`config.mk`:
```
export PLATFORM = sky130hd
export DESIGN_NAME = alu_issue_ctl_flat
export DESIGN_NICKNAME = d
export VERILOG_FILES = /design/src/rtl/alu_issue_ctl_if.sv /design/src/rtl/alu_issue_ctl.sv /design/src/flat_wrapper.sv
export SDC_FILE = /design/constraint.sdc
export NUM_CORES = 1
export LEC_CHECK = 0
export BUFFER_PORTS_ARGS = -buffer_cell sky130_fd_sc_hd__buf_2
export CAP_MARGIN = 20
export CORE_MARGIN = 2
export CORE_UTILIZATION = 35
export DETAILED_ROUTE_END_ITERATION = 7
export GPL_ROUTABILITY_DRIVEN = 0
export SLEW_MARGIN = 20
export SYNTH_ARGS = -nofsm -noshare
export SYNTH_HDL_FRONTEND = slang
export SYNTH_SLANG_ARGS = --single-unit
```
`constraint.sdc`:
```
create_clock -name ck -period 2.34 [get_ports ck]
set_clock_uncertainty 0.2 [all_clocks]
set_input_delay 0.351 -clock ck [delete_from_list [all_inputs] [get_ports ck]]
set_output_delay 0.351 -clock ck [all_outputs]
set_load 0.005 [all_outputs]
```
`src/rtl/alu_issue_ctl_if.sv`:
```
// Command and result handshake bundle for alu_issue_ctl.
// Master issues commands and drains results; slave is the controller.
interface alu_issue_ctl_if;
  logic       cmd_valid;
  logic       cmd_ready;
  logic [3:0] cmd_op;
  logic [7:0] cmd_a;
  logic [7:0] cmd_b;
  logic       cmd_chain;
  logic       res_valid;
  logic       res_ready;
  logic [7:0] res_data;
  logic       res_err;

  modport master (
    output cmd_valid, cmd_op, cmd_a,
    output cmd_b, cmd_chain, res_ready,
    input  cmd_ready, res_valid,
    input  res_data, res_err
  );

  modport slave (
    input  cmd_valid, cmd_op, cmd_a,
    input  cmd_b, cmd_chain, res_ready,
    output cmd_ready, res_valid,
    output res_data, res_err
  );
endinterface

```
`src/rtl/alu_issue_ctl.sv`:
```
// Issue controller for the registered 8-bit ALU.
// Drives A/B/CTR, waits out ALU_LAT, returns O with an error flag.
module alu_issue_ctl #(
  parameter int ALU_LAT = 2
) (
  input  logic       ck,
  input  logic       rst,
  alu_issue_ctl_if.slave bus,
  output logic [7:0] alu_a,
  output logic [7:0] alu_b,
  output logic [3:0] alu_ctr,
  input  logic [7:0] alu_o
);

  localparam int CW =
    (ALU_LAT > 0) ? $clog2(ALU_LAT + 1) : 1;

  localparam logic [1:0] IDLE = 2'd0;
  localparam logic [1:0] WAIT = 2'd1;
  localparam logic [1:0] DONE = 2'd2;

  logic [1:0]    state;
  logic [CW-1:0] cnt;
  logic [7:0]    last;
  logic [7:0]    rdata;
  logic          rvalid;
  logic          rerr;
  logic          legal;
  logic          take;

  // Opcodes 0000, 0001 and 1xxx exist in the ALU.
  assign legal = bus.cmd_op[3]
               | (bus.cmd_op[3:1] == 3'b000);

  // Ready depends on state only.
  assign bus.cmd_ready = (state == IDLE);
  assign take = bus.cmd_valid & bus.cmd_ready;

  assign bus.res_valid = rvalid;
  assign bus.res_data  = rdata;
  assign bus.res_err   = rerr;

  // Issue, wait for the ALU pipeline, hold result until drained.
  always_ff @(posedge ck) begin
    if (rst) begin
      state   <= IDLE;
      cnt     <= '0;
      last    <= 8'h00;
      rdata   <= 8'h00;
      rvalid  <= 1'b0;
      rerr    <= 1'b0;
      alu_a   <= 8'h00;
      alu_b   <= 8'h00;
      alu_ctr <= 4'h0;
    end else begin
      case (state)
        IDLE: begin
          if (take && legal) begin
            alu_a   <= bus.cmd_chain ? last
                                     : bus.cmd_a;
            alu_b   <= bus.cmd_b;
            alu_ctr <= bus.cmd_op;
            cnt     <= CW'(ALU_LAT);
            state   <= WAIT;
          end else if (take) begin
            rdata  <= 8'h00;
            rerr   <= 1'b1;
            rvalid <= 1'b1;
            state  <= DONE;
          end
        end
        WAIT: begin
          if (cnt == '0) begin
            rdata  <= alu_o;
            rerr   <= 1'b0;
            rvalid <= 1'b1;
            last   <= alu_o;
            state  <= DONE;
          end else begin
            cnt <= cnt - 1'b1;
          end
        end
        DONE: begin
          if (bus.res_ready) begin
            rvalid <= 1'b0;
            state  <= IDLE;
          end
        end
        default: state <= IDLE;
      endcase
    end
  end

endmodule

```
`src/flat_wrapper.sv`:
```
// flat-port wrapper written by rule: the top's interface ports become plain ports
module alu_issue_ctl_flat 
#(
  parameter int ALU_LAT = 2
)
  (ck, rst, alu_a, alu_b, alu_ctr, alu_o, bus_cmd_valid, bus_cmd_op, bus_cmd_a, bus_cmd_b, bus_cmd_chain, bus_res_ready, bus_cmd_ready, bus_res_valid, bus_res_data, bus_res_err);
  alu_issue_ctl_if bus_i ();
  input  logic ck;
  input  logic rst;
  output logic [7:0] alu_a;
  output logic [7:0] alu_b;
  output logic [3:0] alu_ctr;
  input  logic [7:0] alu_o;
  input wire logic [$bits(bus_i.cmd_valid)-1:0] bus_cmd_valid;
  input wire logic [$bits(bus_i.cmd_op)-1:0] bus_cmd_op;
  input wire logic [$bits(bus_i.cmd_a)-1:0] bus_cmd_a;
  input wire logic [$bits(bus_i.cmd_b)-1:0] bus_cmd_b;
  input wire logic [$bits(bus_i.cmd_chain)-1:0] bus_cmd_chain;
  input wire logic [$bits(bus_i.res_ready)-1:0] bus_res_ready;
  output wire logic [$bits(bus_i.cmd_ready)-1:0] bus_cmd_ready;
  output wire logic [$bits(bus_i.res_valid)-1:0] bus_res_valid;
  output wire logic [$bits(bus_i.res_data)-1:0] bus_res_data;
  output wire logic [$bits(bus_i.res_err)-1:0] bus_res_err;
  assign bus_i.cmd_valid = bus_cmd_valid;
  assign bus_i.cmd_op = bus_cmd_op;
  assign bus_i.cmd_a = bus_cmd_a;
  assign bus_i.cmd_b = bus_cmd_b;
  assign bus_i.cmd_chain = bus_cmd_chain;
  assign bus_i.res_ready = bus_res_ready;
  assign bus_cmd_ready = bus_i.cmd_ready;
  assign bus_res_valid = bus_i.res_valid;
  assign bus_res_data = bus_i.res_data;
  assign bus_res_err = bus_i.res_err;
  alu_issue_ctl #(.ALU_LAT(ALU_LAT)) u_core (.ck(ck), .rst(rst), .bus(bus_i), .alu_a(alu_a), .alu_b(alu_b), .alu_ctr(alu_ctr), .alu_o(alu_o));
endmodule
```
==> flow_metrics.env <==
export IMPL_drt_drc_violations_left=0
export IMPL_grt_antenna_before_repair=0
export IMPL_post_route_worst_setup_slack_ps=285
export IMPL_grt_max_degree=30
export IMPL_power_density_relative_to_cell_area_nw_per_um2=740
export IMPL_synth_top_cells_by_count="sky130_fd_sc_hd__dfxtp_1, sky130_fd_sc_hd__nor2_1, sky130_fd_sc_hd__nand2_1"
export IMPL_grt_overflow_total=0
export IMPL_synth_top_cell_area_share_pct=50.4
export IMPL_setup_worst_path_end_class="flop"
export IMPL_dp_final_hpwl_um=2660
export IMPL_total_nets_after_synthesis=217
export IMPL_via_count=1427
export IMPL_post_synth_main_area_contributors="sky130_fd_sc_hd__dfxtp_1, sky130_fd_sc_hd__mux2i_1, sky130_fd_sc_hd__nor2_1"
export IMPL_worst_slew_pin_transition_ps=622
export IMPL_grt_first_pass_wirelength_um=5880
export IMPL_rows=25
export IMPL_power_ir_vdd_worst_mv=0.366
export IMPL_report_final_setup_viol=0
export IMPL_clock_insertion_delay_worst_skew_ps=290
export IMPL_crit_path_max_fanout=12
export IMPL_synthesis_area_um2=1670
export IMPL_setup_worst_path_class="reg -> reg"
export IMPL_yosys_warnings=0
export IMPL_fp_coreArea_um2=4660
export IMPL_fp_dieArea_um2=5330
export IMPL_htreeDepth=2
export IMPL_numClockSinks=42
export IMPL_postCtsSetupRepairBufs=0
export IMPL_cp_top_family="simple AND/OR/NAND/NOR gates"
export IMPL_timing_critical_path_buf_inv=1
export IMPL_finalHoldViolCount=0
export IMPL_longest_clk_path_bufs=2
export IMPL_period_utilization_pct=87.8
export IMPL_edff_count_synth=0
export IMPL_drt_antenna_violating_nets=0
export IMPL_worst_endpoint_arrival_ps=2030
export IMPL_synth_seq_area_share_pct=50.4
export IMPL_grt_pass1_vias=1280
export IMPL_tritoncts="yes"
export IMPL_cts_made_buffers=5
export IMPL_count_leader_synth="sky130_fd_sc_hd__dfxtp_1"
export IMPL_asyncSetResetFlopFracSynth_pct=0
export IMPL_post_synth_inst_count=183
export IMPL_area_delta_synth_final_pct=27.5
export IMPL_cellLeakagePower_nw=1.00
export IMPL_worst_endpoint_required_ps=2310
export IMPL_post_drt_via_cell_ratio=4.77
export IMPL_clk_pin_slew_worst_paths_ps=80
export IMPL_critical_path_max_stage_delay_ps=520
export IMPL_layout_nets=278
export IMPL_port_buffer_count=63
export IMPL_synth_lib_cells_used_distinct=29
export IMPL_grt_usage_pct=14.1
export IMPL_crit_chain="inv_1 -> ha_1 -> nor3b_4 -> nor3_2 -> and2_1 -> o21ai_0"
export IMPL_worst_setup_path_start_kind="flop"
export IMPL_synth_seq_cells=42
export IMPL_post_layout_total_power_mw=1.57
export IMPL_worst_slew_margin_pct=58.3
export IMPL_initial_utilization_pct=35.8
export IMPL_fraction_of_layout_cells_with_a_size_suffix_above_1_pct=32.7
export IMPL_timing_hold_worst_class="in -> reg"
export IMPL_drt_initial_drc_count=33
export IMPL_cts_resized=1
export IMPL_wire_per_inst_um=12.3
export IMPL_drt_wl_total_um=3670
export IMPL_synthFlopType="sky130_fd_sc_hd__dfxtp_1"
export IMPL_pre_cts_ws_ps=-49.3
export IMPL_synthDominantAreaCellType="sky130_fd_sc_hd__dfxtp_1"
export IMPL_final_max_slew_viol_count=0
export IMPL_syn_area_per_cell_um2=9.11
export IMPL_outcome="finished clean"
export IMPL_fin_worst_hold_slack_ps=91.8
export IMPL_setup_repair_after_global_routing_missed_its_margin="false"
export IMPL_io_pins=64
export IMPL_tns_ps=0
export IMPL_die_height_um=73.0
export IMPL_root_buffer="sky130_fd_sc_hd__clkbuf_8"
export IMPL_timing_final_crit_period_ps=2050
export IMPL_drv_cap=0
export IMPL_drt_pass1_iter_count=4
export IMPL_postCtsHoldBufs=0
export IMPL_die_width_um=73.0
export IMPL_n_antenna_cell=0
export IMPL_achievable_frequency_ghz=0.487
export IMPL_critical_path_slowest_cell="sky130_fd_sc_hd__nor3_2"
-- worst reg2reg max path, cell delays in order (launching register included) --
cell and delay, ps:
sky130_fd_sc_hd__dfxtp_1 300, sky130_fd_sc_hd__inv_1 80, sky130_fd_sc_hd__ha_1 210, sky130_fd_sc_hd__nor3b_4 80, sky130_fd_sc_hd__nor3_2 520, sky130_fd_sc_hd__and2_1 390, sky130_fd_sc_hd__o21ai_0 140
-- sequential cells by signal, indices dropped and copies added, names as in the netlist --
name	count
u_core.cnt	2
u_core.bus.res_data	8
u_core.alu_a	8
u_core.alu_ctr	4
u_core.alu_b	8
u_core.last	8
u_core.state	2
u_core.bus.res_valid	1
u_core.bus.res_err	1
-- layout make-up --
class	count	area, µm²
Fill cell	482	2530
Sequential cell	42	841
Multi-Input combinational cell	124	743
Timing Repair Buffer	68	353
Clock buffer	6	72.6
Tap cell	54	67.6
Clock inverter	2	37.5
Inverter	3	11.3
-- routing by layer --
metal	vias up	wire length (µm)	GRT usage, %
li1	752	-	-
met1	626	1860	19.6
met2	43	1540	20.6
met3	6	209	3.18
met4	0	68	6.79
met5	-	0	0
-- logic make-up after synthesis --
logic type	count (synthesis)	synth area share, %
muxes	17	10.2
buffers and inverters	17	5.55
adders and majority gates	1	0.750
and+or+nand+nor	71	20.0
DFF	42	50.4
AOI/OAI and AO/OA	35	13.1
-- through the flow --
| step | util [%] | std cells | cell area, µm² |
|---|---|---|---|
| 2_1_floorplan | - | 183 | 1670 |
| 3_3_place_gp | 43.1 | 291 | 2010 |
| 3_5_place_dp | 43.1 | 291 | 2010 |
| 4_1_cts | 45.6 | 299 | 2130 |
| 5_1_grt | 45.6 | 299 | 2130 |
| 6_report | 45.6 | 299 | 2130 |
-- power breakdown --
group	internal [mW]	switching (mW)	total (mW)
Combinational	0.105	0.125	0.230
Sequential	0.758	0.0226	0.781
Clock	0.318	0.244	0.563
Total	1.18	0.392	1.57
-- layout by cell type, fill, tap and decap left out, types with 2 or more instances in the layout --
master	netlist	final
sky130_fd_sc_hd__buf_2	5	63
sky130_fd_sc_hd__dfxtp_1	42	42
sky130_fd_sc_hd__nor2_1	27	27
sky130_fd_sc_hd__nand2_1	26	26
sky130_fd_sc_hd__mux2i_1	17	17
sky130_fd_sc_hd__a21oi_1	11	11
sky130_fd_sc_hd__nand4_1	8	8
sky130_fd_sc_hd__a211oi_1	8	8
sky130_fd_sc_hd__clkbuf_8	0	5
sky130_fd_sc_hd__buf_4	2	5
sky130_fd_sc_hd__o21ai_1	5	4
sky130_fd_sc_hd__o21ai_0	4	4
sky130_fd_sc_hd__nand3b_1	3	3
sky130_fd_sc_hd__a22oi_1	3	3
sky130_fd_sc_hd__inv_1	2	2
sky130_fd_sc_hd__and2_1	2	2
-- final timing paths --
path         slack (ps)              startpoint                endpoint  depth (start not counted)
min                  90            bus_cmd_b[0]         u_core.alu_b[0]                          3
max                 290           u_core.cnt[0]  u_core.bus.res_data[6]                          6
min reg2reg         250  u_core.bus.res_data[4]  u_core.bus.res_data[4]                          2
max reg2reg         290           u_core.cnt[0]  u_core.bus.res_data[6]                          6
(Power assumes the default switching activity.)
